File: src/rtl/alu_arbiter.sv
// Purpose : two-port round-robin arbiter in front of one shared combinational ALU.
// Latency : req sampled at edge k -> operands to ALU after k, result captured at k+1, ack during cycle k+1..k+2.
// Backpressure: one operation in flight; requesters hold req and operands until their ack.
//
// Ports:
//   clk, reset (async, active-low)
//   req0/req1, a0/b0/a1/b1, shamt0/shamt1, op0/op1 : requester side inputs
//   ack0/ack1, res0/res1, eq0/eq1                   : per-requester completion
//   alu_a, alu_b, alu_shamt, alu_op / alu_c, alu_equal : shared ALU interface
//   busy, done_cnt                                  : status
// Build option: define ALU_ARB_FIXED_PRIO_EN to make port 0 win every contention
// (round robin otherwise).
module alu_arbiter (
  input  logic        clk,
  input  logic        reset,
  input  logic        req0,
  input  logic        req1,
  input  logic [31:0] a0,
  input  logic [31:0] b0,
  input  logic [31:0] a1,
  input  logic [31:0] b1,
  input  logic [4:0]  shamt0,
  input  logic [4:0]  shamt1,
  input  logic [3:0]  op0,
  input  logic [3:0]  op1,
  output logic        ack0,
  output logic        ack1,
  output logic [31:0] res0,
  output logic [31:0] res1,
  output logic        eq0,
  output logic        eq1,
  output logic [31:0] alu_a,
  output logic [31:0] alu_b,
  output logic [4:0]  alu_shamt,
  output logic [3:0]  alu_op,
  input  logic [31:0] alu_c,
  input  logic        alu_equal,
  output logic        busy,
  output logic [15:0] done_cnt
);

  typedef enum logic [1:0] {
    IDLE = 2'd0,
    EXEC = 2'd1,
    DONE = 2'd2
  } state_t;

  state_t      state_q, state_d;
  logic [31:0] a_q, a_d;
  logic [31:0] b_q, b_d;
  logic [4:0]  shamt_q, shamt_d;
  logic [3:0]  op_q, op_d;
  logic        gnt_q, gnt_d;      // port id of the operation in flight
  logic [31:0] res_q, res_d;
  logic        eq_q, eq_d;
  logic [15:0] cnt_q, cnt_d;
  logic        win;               // port that would be granted this cycle

`ifdef ALU_ARB_FIXED_PRIO_EN
  // Port 0 wins whenever it requests; port 1 only when alone.
  always_comb begin
    win = ~req0;
  end
`else
  logic last_q, last_d;

  // Under contention the port not served last goes next; otherwise the lone requester.
  always_comb begin
    if (req0 && req1) begin
      win = ~last_q;
    end else begin
      win = ~req0;
    end
  end

  always_comb begin
    last_d = last_q;
    if (state_q == DONE) begin
      last_d = gnt_q;
    end
  end

  // Reset value 1 lets port 0 win the first contention.
  always_ff @(posedge clk or negedge reset) begin
    if (!reset) begin
      last_q <= 1'b1;
    end else begin
      last_q <= last_d;
    end
  end
`endif

  always_comb begin
    state_d = state_q;
    a_d     = a_q;
    b_d     = b_q;
    shamt_d = shamt_q;
    op_d    = op_q;
    gnt_d   = gnt_q;
    res_d   = res_q;
    eq_d    = eq_q;
    cnt_d   = cnt_q;
    case (state_q)
      IDLE: begin
        if (req0 || req1) begin
          gnt_d   = win;
          a_d     = win ? a1 : a0;
          b_d     = win ? b1 : b0;
          shamt_d = win ? shamt1 : shamt0;
          op_d    = win ? op1 : op0;
          state_d = EXEC;
        end
      end
      EXEC: begin
        res_d   = alu_c;
        eq_d    = alu_equal;
        state_d = DONE;
      end
      DONE: begin
        cnt_d   = cnt_q + 16'd1;  // natural 16-bit wrap
        state_d = IDLE;
      end
      default: begin
        state_d = IDLE;
      end
    endcase
  end

  always_ff @(posedge clk or negedge reset) begin
    if (!reset) begin
      state_q <= IDLE;
      a_q     <= 32'd0;
      b_q     <= 32'd0;
      shamt_q <= 5'd0;
      op_q    <= 4'd0;
      gnt_q   <= 1'b0;
      res_q   <= 32'd0;
      eq_q    <= 1'b0;
      cnt_q   <= 16'd0;
    end else begin
      state_q <= state_d;
      a_q     <= a_d;
      b_q     <= b_d;
      shamt_q <= shamt_d;
      op_q    <= op_d;
      gnt_q   <= gnt_d;
      res_q   <= res_d;
      eq_q    <= eq_d;
      cnt_q   <= cnt_d;
    end
  end

  // Acks decode straight from the state register so reset kills them at once.
  assign ack0      = (state_q == DONE) && !gnt_q;
  assign ack1      = (state_q == DONE) &&  gnt_q;
  assign busy      = (state_q != IDLE);
  assign res0      = res_q;
  assign res1      = res_q;
  assign eq0       = eq_q;
  assign eq1       = eq_q;
  assign alu_a     = a_q;
  assign alu_b     = b_q;
  assign alu_shamt = shamt_q;
  assign alu_op    = op_q;
  assign done_cnt  = cnt_q;

endmodule

File: config.mk
export PLATFORM = sky130hd
export DESIGN_NAME = alu_arbiter
export DESIGN_NICKNAME = d
export VERILOG_FILES = /design/src/rtl/alu_arbiter.sv
export SDC_FILE = /design/constraint.sdc
export NUM_CORES = 1
export LEC_CHECK = 0
export ABC_AREA = 0
export CAP_MARGIN = 5
export CORE_MARGIN = 5
export CORE_UTILIZATION = 38
export DETAILED_ROUTE_END_ITERATION = 10
export HOLD_SLACK_MARGIN = 0.03
export PLACE_DENSITY = 0.81
export SLEW_MARGIN = 20
export SYNTH_ARGS = -nofsm -noshare
export SYNTH_HDL_FRONTEND = slang
export SYNTH_SLANG_ARGS = --single-unit
File: constraint.sdc
create_clock -name clk -period 1.4 [get_ports clk]
set_input_delay 0.28 -clock clk [delete_from_list [all_inputs] [get_ports clk]]
set_output_delay 0.28 -clock clk [all_outputs]
set_load 0.01 [all_outputs]
# Yosys cells after proc, flatten, opt, wreduce, memory -nomap -nowiden
# Cells that the tools add are included.
word_totals:
  wordCells: 31
  input_bits: 183
  ff_bits: 126
  out_inout_bits: 158
classes:
  n_bitwise: 2
  n_eq_ne: 3
  n_mux: 7
  addsub: 1
  reduce_logical: 8
op_table:
  columns: ["operator", "count"]
  rows:
  - ["$mux W32", 2]
  - ["$add A16 B1 Y16 const B", 1]
  - ["$mux W5", 1]
  - ["$mux W4", 1]
  - ["$pmux W2 S2", 1]
  - ["$logic_and A1 B1 Y1", 3]
  - ["$eq A2 B1 Y1 const B", 1]
  - ["$eq A2 B2 Y1 const B", 1]
  - ["$logic_not A2 Y1", 1]
  - ["$mux W2", 1]
  - ["$ne A2 B2 Y1 const B", 1]
  - ["$not A1 Y1", 2]
  - ["$reduce_and A2 Y1", 1]
  - ["$reduce_bool A2 Y1", 1]
  - ["$logic_not A1 Y1", 1]
  - ["$logic_or A1 B1 Y1", 1]
  - ["$mux W1", 1]

# Depth between registers and ports, before layout
depth:
  ltp_word: 3
  ltp_mapped: 6
  depth_no_buf: 5

# Least setup slack after synthesis
# OpenSTA, ideal clock, no wires.
synth_timing:
  path_kind: "register to register"
  start: "reg cnt_q[0], in the netlist done_cnt[0]"
  end: "reg cnt_q[10], in the netlist done_cnt[10]"
  t_arrival_ps: 1258
  setup_time_ps: 79
  stages_incl_launch_ff: 6
  required_ps: 1321
  path_buffers: 0
  path_slack_ps: 63
  synth_period_minus_slack_ps: 1337
  path_cell_list: "dfrtp_1 ha_1 nand3b_1 nor3_2 and3_1 xor2_1"
synth_between:
  elab_chain_cells: 1
synth_rtl:
  columns: ["item", "line", "rtl"]
  rows:
  - ["from (decl)", "56", "logic [15:0] cnt_q, cnt_d;"]
  - ["from (signal assigned)", "149", "cnt_q <= cnt_d;"]
  - ["$add A16 B1 Y16", "120", "cnt_d = cnt_q + 16'd1;"]
# No other way between the ends.
# A chain may end at the register's enable or synchronous reset.

# Final worst setup path
layout_timing:
  start: "reg state_q[0]"
  end: "reg a_q[6], in the netlist alu_a[6]"
layout_between:
  elab_chain_cells: 2
layout_rtl:
  columns: ["item", "line", "rtl"]
  rows:
  - ["from (decl)", "48", "state_t state_q, state_d;"]
  - ["from (signal assigned)", "141", "state_q <= state_d;"]
  - ["$logic_not A2 Y1", "103", "case (state_q)"]
  - ["$reduce_and A2 Y1 (no source line)", null, null]
  - ["to (signal assigned)", "132", "a_q <= 32'd0;"]
  - ["to (signal assigned)", "142", "a_q <= a_d;"]
  - ["to (decl)", "49", "logic [31:0] a_q, a_d;"]
# No other way between the ends.

==> qor.csv <==
metric,value,unit
outcome,finished with violations,
violated checks,negative setup slack,
critical path endpoint category,register,
CTS Sinks,126,
Die Ht,133,um
"Clk Latency, worst-skew pair",0.42,ns
CP Depth,7,
max-cap violation count,0,
Ant. Diodes,0,
first-pass GRT wire length,33500,um
GRT Util Overall,24.6,%
FMAX,0.622,GHz
Slew @ Worst Pin,0.300,ns
mapped cell area,0.00576,mm2
Area Overhead vs Synth,94.9,%
crit path kind,register to register,
RSZ-0062 raised after global routing,true,
layout cells sized above 1,32.4,%
"commonest non-fill, non-tap cell in the layout",clkdlybuf4s50_1,
H-Tree Level Count,4,
Clock Tree Root,clkbuf_16,
Placer Congestion,0.846,
drt total wl,23700,um
"commonest cells after routing, fill and taps aside","clkdlybuf4s50_1 (180), dfrtp_1 (124), clkdlybuf4s15_1 (111)",
DR pass1 iterations,4,
Hold WC Path Type,primary input to asynchronous set/reset pin,
Initial Util,38.3,%
CP max stage delay,0.43,ns
# nets final,1065,
Routed WL per cell,21.9,um
syn_area_per_cell,11.7,um2
final setup margin,-0.207,ns
fin area,0.0112,mm2
Arrival @ worst endpoint,1.94,ns
Worst R2R Path Depth,7,
"EDFF count, synth",0,
core footprint,0.0150,mm2
vias in the first global route,5797,
First DRT Iteration DRCs,198,
GRT overflow,0,
most frequent CP cell,buf_12,
IO buf count,340,
buffer depth of the longest clock path,2,
via-per-instance ratio,5.01,
clock transition at the registers of the reported paths,0.06,ns
initial antenna violation count,0,
CP Launch Type,register,
Synth async-reset ratio,100,%
part of the cycle the worst path needs,115,%
Final setup violation count,74,
register bit total from synthesis,126,
Max Clock Skew,0.00859,ns
ys flop type,dfrtp_1,
cell chain of the critical path,or2_4 -> nor2_4 -> buf_12 -> buf_12 -> clkbuf_16 -> nor2_1 -> a21oi_1,
final core utilization,74.7,%
Pwr Density,2190,mW/mm2
WP buf/inv,3,
hpwl dp,14400,um
Final min period,1.61,ns
CTS Buf Count,17,
CTS tree,yes,
boundary pin count,341,
largest net degree at the start of global routing,53,
row cnt,45,
count of final hold-check violations,0,
vias,5426,
crit-path max FO,7,
Cells after Synth,492,
width of the die,133,um
Yosys cell types,30,
max-slew violations,0,
Worst path top cell family by delay,buffers and inverters,
slew margin rel.,79.6,%
warnings from Yosys,0,
Max IR drop VDD,1190,uV
Remaining DRCs,0,
Fill cells,909,
ANT nets after route,0,
Leak Pwr,4.99,nW
CP required,1.73,ns
slowest CP cell,dfrtp_1,
sequential share of the synthesized area,54.8,%
worst hold margin,0.261,ns
die area,0.0177,mm2
net count after synthesis,676,
dpl cell area,0.00928,mm2
Tot Pwr,24.5,mW
Placement Setup Slack,-0.494,ns
[metrics by stage]
stage | instances | setup TNS [ns]
2_1_floorplan | 492 | 0
3_3_place_gp | 988 | -29.67
3_5_place_dp | 988 | -31.89
4_1_cts | 1060 | -5.68
5_1_grt | 1082 | -13.26
6_report | 1082 | -8.27
[what timing repair did]
item	CTS	global route
gates resized for setup	317	203
cloned	17	6
pin swaps	17	13
endpoints found under the hold margin	125	0
setup buffers	22	23
setup endpoints to repair	242	214
hold buffers	1	0
[power breakdown]
part	total [mW]	leakage [nW]	internal (mW)	switching, mW
combinational	13.4	3.26	7.37	6.05
clock	4.40	0.274	2.75	1.65
sequential	6.72	1.45	5.34	1.38
total	24.5	4.99	15.5	9.08
[logic make-up (layout without fill, tap and decap cells)]
kind of cell    after synthesis  count (layout)  share of synthesized area (%)
fa+ha+maj                     1               1                          0.217
flops                       126             126                           54.8
xor+xnor                     15              15                           2.28
simple gates                103             103                           7.71
buf+inv                      64             466                           8.19
compound gates               75              75                           7.30
mux                         108             108                           19.5
[routing by layer]
metal / vias to the layer above / track usage, % / part of all wire (%)
li1: 2441 / - / -
met1: 2692 / 26.7 / 37
met2: 237 / 44.8 / 54
met3: 56 / 7.25 / 6.1
met4: 0 / 9.71 / 3.7
met5: - / 0 / 0
[cell usage after synthesis, types with 2 or more instances]
cell     count  share of area, %
mux2i_1     73                13
mux2_2      35               6.8
dfrtp_1    125                54
buf_6        8               1.6
xor2_1       4              0.61
xnor2_1     11               1.7
nand4_1      4              0.43
buf_4       42               5.5
buf_2       11              0.96
nand3_1      5              0.43
nand2_1      5              0.33
inv_1        2              0.13
nor2b_1      2              0.22
a21oi_1     63               5.5
a21oi_2     10               1.5
nor2_1      78               5.1
[area by class of cell]
cell class | count | area [um2] | area share (%)
repair buffers | 432 | 4560 | 40.6
flip-flops and latches | 126 | 3160 | 28.1
multi-input cells | 302 | 2680 | 23.9
clock buffers | 22 | 474 | 4.22
well taps | 188 | 235 | 2.10
clock inverters | 10 | 113 | 1.00
inverters | 2 | 7.51 | 0.0669
[state kept, by name (all words and copies together), names as in the netlist]
signal	count
res0	32
last_q	1
alu_b	32
alu_a	32
eq0	1
state_q	2
alu_shamt	5
done_cnt	16
gnt_q	1
alu_op	4
[final timing paths]
path | start | endpoint | slack, ns
hold / removal | reset | res0[23] | 0.26
min in group clk | done_cnt[15] | done_cnt[15] | 0.48
setup reg to reg | state_q[0] | alu_a[6] | -0.21
setup / recovery | state_q[0] | alu_a[6] | -0.21
hold reg to reg | done_cnt[15] | done_cnt[15] | 0.48
max in group asynchronous | reset | alu_shamt[1] | 0.61
No activity file was read; power rests on OpenSTA's default activity.
